## config.mk

```make
export PLATFORM = sky130hd
export DESIGN_NAME = read_channel_arbiter_flat
export DESIGN_NICKNAME = d
export VERILOG_FILES = /design/src/rtl/read_channel_arbiter_if.sv /design/src/rtl/read_channel_arbiter.sv /design/src/flat_wrapper.sv
export SDC_FILE = /design/constraint.sdc
export NUM_CORES = 1
export LEC_CHECK = 0
export CAP_MARGIN = 20
export CORE_ASPECT_RATIO = 0.5
export CORE_MARGIN = 5
export CORE_UTILIZATION = 33
export CTS_CLUSTER_DIAMETER = 40
export DETAILED_ROUTE_END_ITERATION = 10
export PLACE_DENSITY = 0.81
export SLEW_MARGIN = 15
export SYNTH_ARGS = -nofsm -noshare
export SYNTH_HDL_FRONTEND = slang
export SYNTH_SLANG_ARGS = --single-unit
```

## constraint.sdc

```tcl
create_clock -name clk -period 2.15 [get_ports clk]
set_input_delay 0.215 -clock clk [delete_from_list [all_inputs] [get_ports clk]]
set_output_delay 0.215 -clock clk [all_outputs]
set_load 0.1 [all_outputs]
```

## src/rtl/read_channel_arbiter_if.sv

```systemverilog
// Bundle between the refill requesters, the arbiter and the shared AXI read channel.
// The slave modport is the arbiter's view; master is the surrounding environment.
interface read_channel_arbiter_if #(
  parameter int N_MASTERS  = 2,
  parameter int REP_ADDR_W = 27,
  parameter int LINE2MEM_W = 3,
  parameter int BE_DATA_W  = 32
);
  logic [N_MASTERS-1:0]            m_replace_valid;
  logic [N_MASTERS*REP_ADDR_W-1:0] m_replace_addr;
  logic [N_MASTERS-1:0]            m_replace_ready;
  logic [N_MASTERS-1:0]            m_read_valid;
  logic [LINE2MEM_W-1:0]           m_read_addr;
  logic [BE_DATA_W-1:0]            m_read_rdata;
  logic                            be_replace_valid;
  logic [REP_ADDR_W-1:0]           be_replace_addr;
  logic                            be_replace_ready;
  logic                            be_read_valid;
  logic [LINE2MEM_W-1:0]           be_read_addr;
  logic [BE_DATA_W-1:0]            be_read_rdata;

  modport slave (
    input  m_replace_valid, m_replace_addr,
    input  be_replace_ready, be_read_valid, be_read_addr, be_read_rdata,
    output m_replace_ready, m_read_valid, m_read_addr, m_read_rdata,
    output be_replace_valid, be_replace_addr
  );

  modport master (
    output m_replace_valid, m_replace_addr,
    output be_replace_ready, be_read_valid, be_read_addr, be_read_rdata,
    input  m_replace_ready, m_read_valid, m_read_addr, m_read_rdata,
    input  be_replace_valid, be_replace_addr
  );
endinterface

```

## src/rtl/read_channel_arbiter.sv

```systemverilog
// Shares one line-refill read channel among N_MASTERS requesters, holding the grant for a whole burst.
// Round-robin by default; define RD_ARB_FIXED_PRIO_EN for fixed priority (lowest index wins).
module read_channel_arbiter #(
  parameter int N_MASTERS  = 2,
  parameter int REP_ADDR_W = 27,
  parameter int LINE2MEM_W = 3,
  parameter int BE_DATA_W  = 32
) (
  input  logic                   clk,
  input  logic                   reset,
  read_channel_arbiter_if.slave  bus
);

  localparam int IDX_W = (N_MASTERS > 1) ? $clog2(N_MASTERS) : 1;

  typedef enum logic [1:0] {IDLE, ISSUE, BUSY, WAIT_DONE} state_t;

  state_t                 state_q, state_d;
  logic [N_MASTERS-1:0]   grant_q, grant_d;
  logic [REP_ADDR_W-1:0]  addr_q, addr_d;
  logic [IDX_W-1:0]       start_idx;
  logic [IDX_W-1:0]       sel_idx;
  logic                   sel_found;
  logic                   be_replace_valid;
  logic [N_MASTERS-1:0]   m_replace_ready;

  // Index base+k wrapped into 0..N_MASTERS-1 (k is always < N_MASTERS here).
  function automatic logic [IDX_W-1:0] wrap_idx(input logic [IDX_W-1:0] base, input int k);
    int s;
    s = int'(base) + k;
    if (s >= N_MASTERS) s = s - N_MASTERS;
    return IDX_W'(s);
  endfunction

`ifndef RD_ARB_FIXED_PRIO_EN
  logic [IDX_W-1:0] rr_ptr_q, rr_ptr_d;
  logic [IDX_W-1:0] grant_idx;

  assign start_idx = rr_ptr_q;

  always_comb begin
    grant_idx = '0;
    for (int i = 0; i < N_MASTERS; i++) begin
      if (grant_q[i]) grant_idx = IDX_W'(i);
    end
  end
`else
  assign start_idx = '0;
`endif

  // First pending requester at or after start_idx, wrapping.
  always_comb begin
    sel_found = 1'b0;
    sel_idx   = '0;
    for (int k = 0; k < N_MASTERS; k++) begin
      if (!sel_found && bus.m_replace_valid[wrap_idx(start_idx, k)]) begin
        sel_found = 1'b1;
        sel_idx   = wrap_idx(start_idx, k);
      end
    end
  end

  always_comb begin
    state_d          = state_q;
    grant_d          = grant_q;
    addr_d           = addr_q;
`ifndef RD_ARB_FIXED_PRIO_EN
    rr_ptr_d         = rr_ptr_q;
`endif
    be_replace_valid = 1'b0;
    m_replace_ready  = '0;
    unique case (state_q)
      IDLE: begin
        if (sel_found && bus.be_replace_ready) begin
          grant_d = {{(N_MASTERS-1){1'b0}}, 1'b1} << sel_idx;
          addr_d  = bus.m_replace_addr[sel_idx*REP_ADDR_W +: REP_ADDR_W];
          state_d = ISSUE;
        end
      end
      ISSUE: begin
        be_replace_valid = 1'b1;
        state_d          = BUSY;
      end
      BUSY: begin
        if (!bus.be_replace_ready) state_d = WAIT_DONE;
      end
      WAIT_DONE: begin
        // Ready low here also covers a slave-error retry: keep holding the grant.
        if (bus.be_replace_ready) begin
          m_replace_ready = grant_q;
          grant_d         = '0;
`ifndef RD_ARB_FIXED_PRIO_EN
          rr_ptr_d        = wrap_idx(grant_idx, 1);
`endif
          state_d         = IDLE;
        end
      end
      default: state_d = IDLE;
    endcase
  end

  always_ff @(posedge clk or posedge reset) begin
    if (reset) begin
      state_q  <= IDLE;
      grant_q  <= '0;
      addr_q   <= '0;
`ifndef RD_ARB_FIXED_PRIO_EN
      rr_ptr_q <= '0;
`endif
    end else begin
      state_q  <= state_d;
      grant_q  <= grant_d;
      addr_q   <= addr_d;
`ifndef RD_ARB_FIXED_PRIO_EN
      rr_ptr_q <= rr_ptr_d;
`endif
    end
  end

  assign bus.be_replace_valid = be_replace_valid;
  assign bus.be_replace_addr  = addr_q;
  assign bus.m_replace_ready  = m_replace_ready;
  assign bus.m_read_valid     = {N_MASTERS{bus.be_read_valid}} & grant_q;
  assign bus.m_read_addr      = bus.be_read_addr;
  assign bus.m_read_rdata     = bus.be_read_rdata;

endmodule

```

## src/flat_wrapper.sv

```systemverilog
// flat-port wrapper written by rule: the top's interface ports become plain ports
module read_channel_arbiter_flat 
#(
  parameter int N_MASTERS  = 2,
  parameter int REP_ADDR_W = 27,
  parameter int LINE2MEM_W = 3,
  parameter int BE_DATA_W  = 32
)
  (clk, reset, bus_m_replace_valid, bus_m_replace_addr, bus_be_replace_ready, bus_be_read_valid, bus_be_read_addr, bus_be_read_rdata, bus_m_replace_ready, bus_m_read_valid, bus_m_read_addr, bus_m_read_rdata, bus_be_replace_valid, bus_be_replace_addr);
  read_channel_arbiter_if #(.N_MASTERS(N_MASTERS), .REP_ADDR_W(REP_ADDR_W), .LINE2MEM_W(LINE2MEM_W), .BE_DATA_W(BE_DATA_W)) bus_i ();
  input  logic clk;
  input  logic reset;
  input wire logic [$bits(bus_i.m_replace_valid)-1:0] bus_m_replace_valid;
  input wire logic [$bits(bus_i.m_replace_addr)-1:0] bus_m_replace_addr;
  input wire logic [$bits(bus_i.be_replace_ready)-1:0] bus_be_replace_ready;
  input wire logic [$bits(bus_i.be_read_valid)-1:0] bus_be_read_valid;
  input wire logic [$bits(bus_i.be_read_addr)-1:0] bus_be_read_addr;
  input wire logic [$bits(bus_i.be_read_rdata)-1:0] bus_be_read_rdata;
  output wire logic [$bits(bus_i.m_replace_ready)-1:0] bus_m_replace_ready;
  output wire logic [$bits(bus_i.m_read_valid)-1:0] bus_m_read_valid;
  output wire logic [$bits(bus_i.m_read_addr)-1:0] bus_m_read_addr;
  output wire logic [$bits(bus_i.m_read_rdata)-1:0] bus_m_read_rdata;
  output wire logic [$bits(bus_i.be_replace_valid)-1:0] bus_be_replace_valid;
  output wire logic [$bits(bus_i.be_replace_addr)-1:0] bus_be_replace_addr;
  assign bus_i.m_replace_valid = bus_m_replace_valid;
  assign bus_i.m_replace_addr = bus_m_replace_addr;
  assign bus_i.be_replace_ready = bus_be_replace_ready;
  assign bus_i.be_read_valid = bus_be_read_valid;
  assign bus_i.be_read_addr = bus_be_read_addr;
  assign bus_i.be_read_rdata = bus_be_read_rdata;
  assign bus_m_replace_ready = bus_i.m_replace_ready;
  assign bus_m_read_valid = bus_i.m_read_valid;
  assign bus_m_read_addr = bus_i.m_read_addr;
  assign bus_m_read_rdata = bus_i.m_read_rdata;
  assign bus_be_replace_valid = bus_i.be_replace_valid;
  assign bus_be_replace_addr = bus_i.be_replace_addr;
  read_channel_arbiter #(.N_MASTERS(N_MASTERS), .REP_ADDR_W(REP_ADDR_W), .LINE2MEM_W(LINE2MEM_W), .BE_DATA_W(BE_DATA_W)) u_core (.clk(clk), .reset(reset), .bus(bus_i));
endmodule
```

Word level (Yosys, flattened, before mapping)
Cells that the tools add are included.
{ "totals": {"regBits": 32, "input_bits": 95, "output_inout_bits": 67, "elab_cells": 54} }
{ "op_classes": {"n_addsub": 5, "mul": 1, "n_lt_le_gt_ge": 5, "eq_ne": 6, "shift": 2, "mux": 21, "n_bitwise": 1, "reduce_logical": 9} }
{ "op_table": {"columns": ["cell", "n"], "rows": [
  ["$shiftx 54x7->27", 1],
  ["$mux 1", 13],
  ["$mux 2", 6],
  ["$pmux 2 s4", 1],
  ["$mul 1x5->6 const B", 1],
  ["$reduce_and 3->1", 2],
  ["$add 1x1->2 const B", 2],
  ["$eq 2x2->1 const B", 2],
  ["$ge 2x2->1 const B", 2],
  ["$lt 1x2->1 const B", 2],
  ["$ne 2x2->1 const B", 2],
  ["$pmux 2 s2", 1],
  ["$reduce_and 2->1", 2],
  ["$sub 1x1->1 const B", 3],
  ["$and 2x2->2", 1],
  ["$eq 2x1->1 const B", 1],
  ["$ge 1x2->1 const B", 1],
  ["$logic_and 1x1->1", 2],
  ["$logic_not 2->1", 1],
  ["$ne 2x1->1 const B", 1],
  ["$reduce_bool 2->1", 1],
  ["$shl 1x1->2 const A", 1],
  ["$logic_not 1->1", 1]
]} }

Depth between registers and ports, before layout
Gate-level depths: netlist of run 1.
{ "depth": {"depth_word": 11, "depth_mapped": 7} }

Least setup slack after synthesis of run 1
OpenSTA, ideal clock, no wires.
{ "synth_timing": {"path_type": "reg-to-reg", "startpoint": "register u_core.state_q[1]", "endpoint": "register u_core.rr_ptr_q", "setup_time_ns": 0.162, "arrival_time_ns": 1.557, "slack_ns": 0.431, "path_stages_with_launch": 5, "path_buffers": 1, "cell_sequence": "dfrtp_1 -> ha_1 -> buf_2 -> and3_1 -> nor2_1"} }
{ "synth_via": {"elab_chain_cells": 2} }
{ "synth_lines": {"columns": ["element", "line_no", "rtl"], "rows": [
  ["from (decl)", "read_channel_arbiter.sv:18", "state_t state_q, state_d;"],
  ["from (signal assigned)", "read_channel_arbiter.sv:111", "state_q <= state_d;"],
  ["$eq 2x2->1", "read_channel_arbiter.sv:72", "unique case (state_q)"],
  ["$reduce_and 2->1 (no line)", null, null],
  ["to (signal assigned)", "read_channel_arbiter.sv:115", "rr_ptr_q <= rr_ptr_d;"],
  ["to (decl)", "read_channel_arbiter.sv:36", "logic [IDX_W-1:0] rr_ptr_q, rr_ptr_d;"]
]} }
Every way passes these cells.
A chain may end at the register's enable or synchronous reset.

Final worst setup path of run 1
{ "layout_timing": {"startpoint": "register u_core.state_q[1]", "endpoint": "output port bus_m_replace_ready[1]"} }
{ "layout_via": {"elab_chain_cells": 2} }
{ "layout_lines": {"columns": ["element", "line_no", "rtl"], "rows": [
  ["$eq 2x2->1", "read_channel_arbiter.sv:72", null],
  ["$mux 2", "read_channel_arbiter.sv:72", null],
  ["to (decl)", "flat_wrapper.sv:19", "output wire logic [$bits(bus_i.m_replace_ready)-1:0] bus_m_replace_ready;"]
]} }
Every way passes these cells.

==> results of run 1 <==
tightest hold or removal path, delay by kind of cell:
kind | cells | cell delay, ps
buf+inv | 3 | 820
cell families (layout without fill, tap and decap cells):
kind of cell               Yosys count  count (layout)  share of synthesized area
AOI/OAI and AO/OA                   66              66                     0.1902
and+or+nand+nor                     65              65                     0.1834
buffers and inverters               59             108                     0.1853
DFF                                 32              32                     0.3953
adders and majority gates            5               5                    0.03088
muxes                                2               2                    0.01482
worst max-delay path by stage:
stage,start,to,cells past startpoint
2_1_floorplan,u_core.state_q[1]$_DFFE_PP0P_,u_core.rr_ptr_q$_DFFE_PP0P_,4
3_3_place_gp,bus_m_replace_valid[1],u_core.bus.be_replace_addr[10]$_DFFE_PP0P_,4
3_5_place_dp,bus_m_replace_valid[1],u_core.bus.be_replace_addr[9]$_DFFE_PP0P_,4
4_1_cts,u_core.state_q[0]$_DFFE_PP0P_,u_core.bus.be_replace_addr[18]$_DFFE_PP0P_,6
5_1_grt,u_core.state_q[0]$_DFFE_PP0P_,u_core.bus.be_replace_addr[22]$_DFFE_PP0P_,6
6_report,u_core.state_q[1]$_DFFE_PP0P_,bus_m_replace_ready[1],3
cells in the final DEF, fill, tap and decap left out:
cell and instances:
o21ba_2 1, and2_1 2, or2_1 1, nor2_1 29, o211a_1 1, o22a_1 1, mux2_4 2, o41ai_1 1
buf_4 33, o22ai_1 1, buf_12 5, nor4_1 1, a31oi_1 27, and3_1 2, inv_1 4, dfrtp_1 32
nor4b_1 1, clkbuf_16 5, a21oi_1 1, nor3b_1 1, clkdlybuf4s50_1 59, nand3b_1 27, ha_1 5, nor2b_2 1
clkbuf_8 2, o21ai_1 4, o21ai_0 28, o21bai_1 1
final cells by class:
class,instances,area (um^2),share of cell area
Timing Repair Buffer,97,938.4,0.3287
Multi-Input combinational cell,138,852.1,0.2984
Sequential cell,32,800.8,0.2805
Clock buffer,7,152.6,0.05346
Tap cell,77,96.34,0.03374
Inverter,4,15.01,0.005259
stage by stage:
| stage | setup WS [ps] | cell area [um^2] | cells | utilization | hold WS [ps] |
|---|---|---|---|---|---|
| after floorplan | 430.8 | 2026 | 229 | - | 331.2 |
| after global placement | 335.8 | 2703 | 348 | 0.4500 | 431.2 |
| after detailed placement | 272.8 | 2703 | 348 | 0.4500 | 431.2 |
| after CTS | 443.5 | 2855 | 355 | 0.4754 | 356.0 |
| after global routing | 287.9 | 2855 | 355 | 0.4754 | 379.0 |
| final | 427.4 | 2855 | 355 | 0.4754 | 339.8 |
state kept, by name (all words and copies together) (netlist names):
register,cells
u_core.rr_ptr_q,1
u_core.state_q,2
u_core.grant_q,2
u_core.bus.be_replace_addr,27
power by group through the flow:
stage	registers, mW	clock network (mW)	logic [mW]
floorplan	2.91	0	1.19
global placement	1.07	0	3.48
detailed placement	1.09	0	3.55
CTS	1.09	0.736	3.55
global route	1.13	0.764	3.68
finish	1.09	0.723	3.54
routing by layer:
layer | wire length [um] | part of all wire | vias up | track usage
met5 | 0 | 0 | - | 0
met4 | 195 | 0.031 | 0 | 0.07768
met3 | 519 | 0.083 | 29 | 0.05245
met2 | 3324 | 0.53 | 62 | 0.2787
met1 | 2181 | 0.35 | 863 | 0.1562
li1 | - | - | 863 | -
==> impl_metrics.toml, run 1 <==
[power_and_ir_drop]
peakVddDrop_uv = 690.8
internal_power_mw = 2.258
power_frac_clock = 0.135
switching_share = 0.5777
powerDensity_nw_per_um2 = 1872
power_leakage_nw = 1.160
p_sw_mw = 3.089
pwr-share-comb = 0.662
power_frac_seq = 0.203
finalPower_mw = 5.346

[logic_synthesis]
synth.net_count = 329
ys_seq_elements = 32
synth.most_common_cell = "buf_4"
synth_cell_types = 28
synth_warnings = 0
synth.top_cells.by_count = "buf_4 (36), dfrtp_1 (32), nor2_1 (29)"
synth_area_leaders = "dfrtp_1 (40%), buf_4 (13%), nand3b_1 (10%)"
yosysSeqAreaShare = 0.3953
synth.top_cell.area_share = 0.3953
syn_area_um2 = 2026
synth_top_area_cell = "dfrtp_1"
synth-async-reset-ratio = 1.000
syn_inst = 229
synth-edff-count = 0
ys_dominant_reg_cell = "dfrtp_1"
avgSynthCellArea_um2 = 8.846

[floorplan]
core-area_um2 = 6006
die_y_um = 65.40
start_util = 0.3373
chipWidth_um = 120.8
pin_count = 162
rows = 20
dieArea_um2 = 7900

[clock_tree]
clockRootBuffer = "clkbuf_16"
cts_resized = 0
cts_sinks = 32
cts_inserted_buffers = 5
cts_setup_buffers = 0
htree_num_levels = 2
clock_latency_ps = 270
cts_buffer_depth = 2
ctsHoldBuffers = 0
path_clk_slew_ps = 50
cts_tree = "yes"

[worst_setup_path]
crit_chain = "ha_1, and3_1, buf_12"
critical_path.slowest_cell = "dfrtp_1"
required_ps = 1930
reg2reg_to = "u_core.bus.be_replace_addr[17]$_DFFE_PP0P_"
crit_type = "reg -> out"
rrSetupSlack_ps = 440
critical_path_buf_inv_count = 1
critical-path-top-delay-family = "flip-flops"
r2r_cells = 6
max_stage_delay_ps = 400
arrival_ps = 1510
crit_path_end_kind = "output port"
cp-start-kind = "flop"
crit_fanout = 9
reg2reg_from = "u_core.state_q[0]$_DFFE_PP0P_"

[sta]
max_slew_margin = 0.4638
finalHoldViolations = 0
worst_clock_skew_ps = 3.511
period_minus_slack_ps = 1723
setup_violations = 0
grt_setup_unrepaired = "no"
fmax_ghz = 0.5805
setup-tns-final_ps = 0
report.final.slew_viol_count = 0
tightest_slew_ps = 803.4
min_period_over_period = 0.8012

[global_route]
grt_pass1_wl_mm = 9.466
grt_max_degree = 55
grt_pass1_vias = 1780
track_usage = 0.1520
grt_antenna_before_repair = 0
grt_overflow = 0

[min_path]
worstHoldPathType = "in -> async"

[route]
ant_nets = 0
wl_per_cell_um = 17.52
totalWireLength_mm = 6.220
dr.pass1.iters = 4
vias_per_cell = 5.118
route.detailed.drc = 0
vias = 1817
drt_iter0_markers = 155

[placed_design]
port_buffers = 91
place_hpwl_mm = 4.760
gp_congestion = 0.8153

[outcome]
status = "finished clean"

[finish]
fill_cells = 563
nets = 378
drive_gt1_frac = 0.1763
area_growth_syn_to_layout_pct = 40.95
diodes = 0

[job]
drv_cap = 0
(Power assumes the default switching activity.)
==> run 2: changes to the inputs <==
==> constraint.sdc (replaced) <==
create_clock -name clk -period 1.73 [get_ports clk]
set_input_delay 0.173 -clock clk [delete_from_list [all_inputs] [get_ports clk]]
set_output_delay 0.173 -clock clk [all_outputs]
set_load 0.1 [all_outputs]
==> impl_metrics.toml, run 2 (synthesis gave the netlist of run 1 again) <==
[finish]
diodes = 0
drive_gt1_frac = 0.2014
mostFrequentLayoutCells = "clkdlybuf4s50_1 (59), buf_4 (36), dfrtp_1 (32)"
fill_cells = 527
area_growth_syn_to_layout_pct = 44.53
largest_reg_flops = 27
final_common_cell = "clkdlybuf4s50_1"
nets = 383

[sta]
setup-tns-final_ps = 0
setup_violations = 0
max_slew_margin = 0.7152
report.final.slew_viol_count = 0
fmax_ghz = 0.6042
worst_clock_skew_ps = 1.534
min_period_over_period = 0.9566
grt_setup_unrepaired = "no"
period_minus_slack_ps = 1655
layout_setup_ws_ps = 75.04
tightest_slew_ps = 427.2
finalHoldViolations = 0

[route]
dr.pass1.iters = 4
vias_per_cell = 5.231
met3_length_um = 505
vias = 1883
ant_nets = 0
met2_length_mm = 3.568
totalWireLength_mm = 6.476
route.detailed.drc = 0
met1_length_mm = 2.235
wl_per_cell_um = 17.99
drt_iter0_markers = 185
topRoutingLayerUsed = "met4"

[worst_setup_path]
critical_path_buf_inv_count = 1
cp-start-kind = "flop"
max_stage_delay_ps = 390
required_ps = 1880
crit_type = "reg -> reg"
critical_path.slowest_cell = "dfrtp_1"
cp_common_cell = "mux2_4"
critical-path-top-delay-family = "multiplexers"
crit_chain = "inv_1, ha_1, mux2_4, o22a_1, mux2_4"
crit_path_end_kind = "flop"
crit_fanout = 4
arrival_ps = 1810

[clock_tree]
cts_setup_buffers = 0
cts_resized = 0
cts_sinks = 32
cts_buffer_depth = 2
path_clk_slew_ps = 50
htree_num_levels = 2
cts_inserted_buffers = 5
clock_latency_ps = 270
ctsHoldBuffers = 0
clockRootBuffer = "clkbuf_16"
cts_tree = "yes"

[floorplan]
die_y_um = 65.40
chipWidth_um = 120.8
start_util = 0.3373
rows = 20
core-area_um2 = 6006
dieArea_um2 = 7900
pin_count = 162

[power_and_ir_drop]
powerDensity_nw_per_um2 = 2305
peakVddDrop_uv = 750.2
power_leakage_nw = 1.189

[global_route]
grt_max_degree = 41
grt_antenna_before_repair = 0
grt_pass1_wl_mm = 10.03
grt_overflow = 0
track_usage = 0.1584
grt_pass1_vias = 1907

[placed_design]
place_ws_ps = 81.46
gp_congestion = 0.8697
place_hpwl_mm = 4.962
port_buffers = 91

[outcome]
status = "finished clean"

[job]
drv_cap = 0

[min_path]
worstHoldPathType = "in -> async"
## run 2: cell types whose count changed in the layout (fill, tap and decap cells not counted)
cell / change
buf_12: +2
nor3b_1: -1
ha_1: -2
nor3b_2: +1
ha_2: +2
buf_4: +3
## run 2: path summary, 6_finish.rpt
check | from | to | slack [ps] | cells after the start
max | u_core.state_q[0]$_DFFE_PP0P_ | u_core.state_q[1]$_DFFE_PP0P_ | 80 | 5
min | reset | u_core.bus.be_replace_addr[2]$_DFFE_PP0P_ | 320 | 3
max reg2reg | u_core.state_q[0]$_DFFE_PP0P_ | u_core.state_q[1]$_DFFE_PP0P_ | 80 | 5
min reg2reg | u_core.grant_q[0]$_DFFE_PP0P_ | u_core.grant_q[0]$_DFFE_PP0P_ | 540 | 2
max in group asynchronous | reset | u_core.bus.be_replace_addr[9]$_DFFE_PP0P_ | 1110 | 3
min in group clk | bus_be_read_rdata[22] | bus_m_read_rdata[22] | 350 | 0
## run 2: final cells by class
class / instances / area, um^2 / share of cell area
tap: 77 / 96.34 / 0.03291
sequential: 32 / 800.8 / 0.2735
timing repair buffer: 102 / 1001 / 0.3419
multi-input combinational: 138 / 862.1 / 0.2944
clock buffer: 7 / 152.6 / 0.05214
inverter: 4 / 15.01 / 0.005128
## run 2: metal layers
metal,vias up,GRT usage
met4,0,0.05791
met3,28,0.05245
met1,912,0.1575
met5,-,0
li1,875,-
met2,68,0.3106
## run 2: power breakdown
group	switching, mW	internal, mW
clock	0.299	0.603
sequential	0.218	1.13
combinational	3.35	1.15
## run 2: per-stage QoR
stage	hold slack [ps]	utilization	cell area [um^2]	power, mW	cells
after global placement	347.2	0.4604	2765	5.744	353
after detailed placement	347.2	0.4604	2765	5.839	353
after CTS	331.9	0.4858	2918	6.760	360
after floorplan	289.2	-	2026	5.099	229
final	316.4	0.4875	2928	6.747	360
after global routing	346.2	0.4875	2928	7.033	360
## run 2: tightest hold or removal path: stages
cell and delay [ps]:
clkdlybuf4s50_1 400, inv_1 60, buf_4 380
==> run 3: changes to the inputs <==
--- a/config.mk
+++ b/config.mk
@@ -6,12 +6,13 @@
 export NUM_CORES = 1
 export LEC_CHECK = 0
 export CAP_MARGIN = 20
-export CORE_ASPECT_RATIO = 0.5
+export CELL_PAD_IN_SITES_DETAIL_PLACEMENT = 1
+export CELL_PAD_IN_SITES_GLOBAL_PLACEMENT = 2
 export CORE_MARGIN = 5
-export CORE_UTILIZATION = 33
+export CORE_UTILIZATION = 17
 export CTS_CLUSTER_DIAMETER = 40
 export DETAILED_ROUTE_END_ITERATION = 10
-export PLACE_DENSITY = 0.81
+export PLACE_DENSITY_LB_ADDON = 0.1
 export SLEW_MARGIN = 15
 export SYNTH_ARGS = -nofsm -noshare
 export SYNTH_HDL_FRONTEND = slang
==> impl_metrics.toml, run 3 (synthesis gave the netlist of run 1 again) <==
[outcome]
status = "finished clean"

[worst_setup_path]
rrSetupSlack_ps = 110
crit_path_end_kind = "output port"
required_ps = 1560
arrival_ps = 1480
cp-start-kind = "flop"
crit_fanout = 8
crit_type = "reg -> out"

[sta]
layout_setup_ws_ps = 81.05
finalHoldViolations = 0
period_minus_slack_ps = 1649
setup-tns-final_ps = 0
tightest_slew_ps = 477.9
max_slew_margin = 0.6814
worst_clock_skew_ps = 4.555
whs_ps = 316.5
report.final.slew_viol_count = 0
min_period_over_period = 0.9531
fmax_ghz = 0.6064
grt_setup_unrepaired = "no"
setup_violations = 0

[power_and_ir_drop]
switching_share = 0.5640
power_leakage_nw = 1.213
internal_power_mw = 3.038
p_sw_mw = 3.930
power_frac_clock = 0.146
power_frac_seq = 0.196
peakVddDrop_uv = 605.8
powerDensity_nw_per_um2 = 2268
pwr-share-comb = 0.658

[route]
vias_per_cell = 4.241
totalWireLength_mm = 6.930
wl_per_cell_um = 16.19
vias = 1815
ant_nets = 0
dr.pass1.iters = 3
route.detailed.drc = 0
drt_iter0_markers = 56

[finish]
mostFrequentLayoutCells = "clkdlybuf4s50_1 (59), buf_4 (34), dfrtp_1 (32)"
fin_util = 0.2657
area_growth_syn_to_layout_pct = 51.70
nets = 384
diodes = 0
final_common_cell = "clkdlybuf4s50_1"
drive_gt1_frac = 0.2070
largest_reg_flops = 27

[placed_design]
port_buffers = 91
place_hpwl_mm = 4.935
place_ws_ps = 35.94
gp_congestion = 0.7310

[job]
drv_cap = 0

[clock_tree]
ctsHoldBuffers = 0
clock_latency_ps = 270
clockRootBuffer = "clkbuf_16"
cts_sinks = 32
path_clk_slew_ps = 60
cts_buffer_depth = 2
cts_tree = "yes"
cts_inserted_buffers = 5
htree_num_levels = 2

[floorplan]
dieArea_um2 = 14200
core-area_um2 = 11560
start_util = 0.1752
rows = 39
pin_count = 162
die_y_um = 119.2
chipWidth_um = 119.2

[global_route]
grt_max_degree = 39
track_usage = 0.09912
grt_pass1_wl_mm = 11.32
grt_overflow = 0
grt_antenna_before_repair = 0
grt_pass1_vias = 2054

[min_path]
worstHoldPathType = "in -> async"
run 3: layout make-up:
| type | instances | area (um^2) |
|---|---|---|
| inverter | 4 | 15.01 |
| clock buffer | 6 | 128.9 |
| fill | 1327 | 8492 |
| multi-input combinational | 138 | 868.3 |
| clock inverter | 2 | 35.03 |
| timing repair buffer | 103 | 1046 |
| tap | 143 | 178.9 |
| sequential | 32 | 800.8 |
run 3: critical path, cell delays in order, from the launching register on:
cell	delay, ps
dfrtp_1	410
ha_1	220
buf_4	170
and3_2	230
buf_12	170
run 3: final timing paths:
path                       depth (start not counted)                                 startpoint                                        end
min reg2reg                                        2  u_core.bus.be_replace_addr[7]$_DFFE_PP0P_  u_core.bus.be_replace_addr[7]$_DFFE_PP0P_
min in group clk                                   0                      bus_be_read_rdata[22]                       bus_m_read_rdata[22]
max                                                4              u_core.state_q[1]$_DFFE_PP0P_                     bus_m_replace_ready[1]
max in group asynchronous                          3                                      reset              u_core.grant_q[0]$_DFFE_PP0P_
min                                                3                                      reset  u_core.bus.be_replace_addr[7]$_DFFE_PP0P_
max reg2reg                                        5              u_core.state_q[0]$_DFFE_PP0P_              u_core.state_q[1]$_DFFE_PP0P_
run 3: metal layers:
layer	vias to the layer above	global-route usage	part of all wire	wire, um
met1	863	0.1268	0.47	3248
met3	10	0.03033	0.071	492
met2	64	0.1586	0.45	3120
met4	0	0.03403	0.010	69
met5	-	0	0	0
li1	878	-	-	-
run 3: what timing repair did:
item | 4_1_cts | 5_1_grt
gates resized for setup | 0 | 3
setup buffers | 0 | 0
hold endpoints to repair | 0 | 0
endpoints found under the setup margin | 0 | 4
run 3: through the flow:
stage          power [mW]  std cells  cell area, um^2
3_3_place_gp        5.992        420             2898
4_1_cts             7.047        428             3062
3_5_place_dp        5.995        420             2898
5_1_grt             7.324        428             3073
2_1_floorplan       5.099        229             2026
6_report            6.968        428             3073
run 3: power groups by stage:
stage	Sequential, mW	Combinational (mW)	Clock (mW)
final	1.36	4.59	1.02
after global routing	1.42	4.82	1.09
after CTS	1.38	4.62	1.06
after detailed placement	1.39	4.61	0
after global placement	1.37	4.62	0
after floorplan	3.62	1.48	0
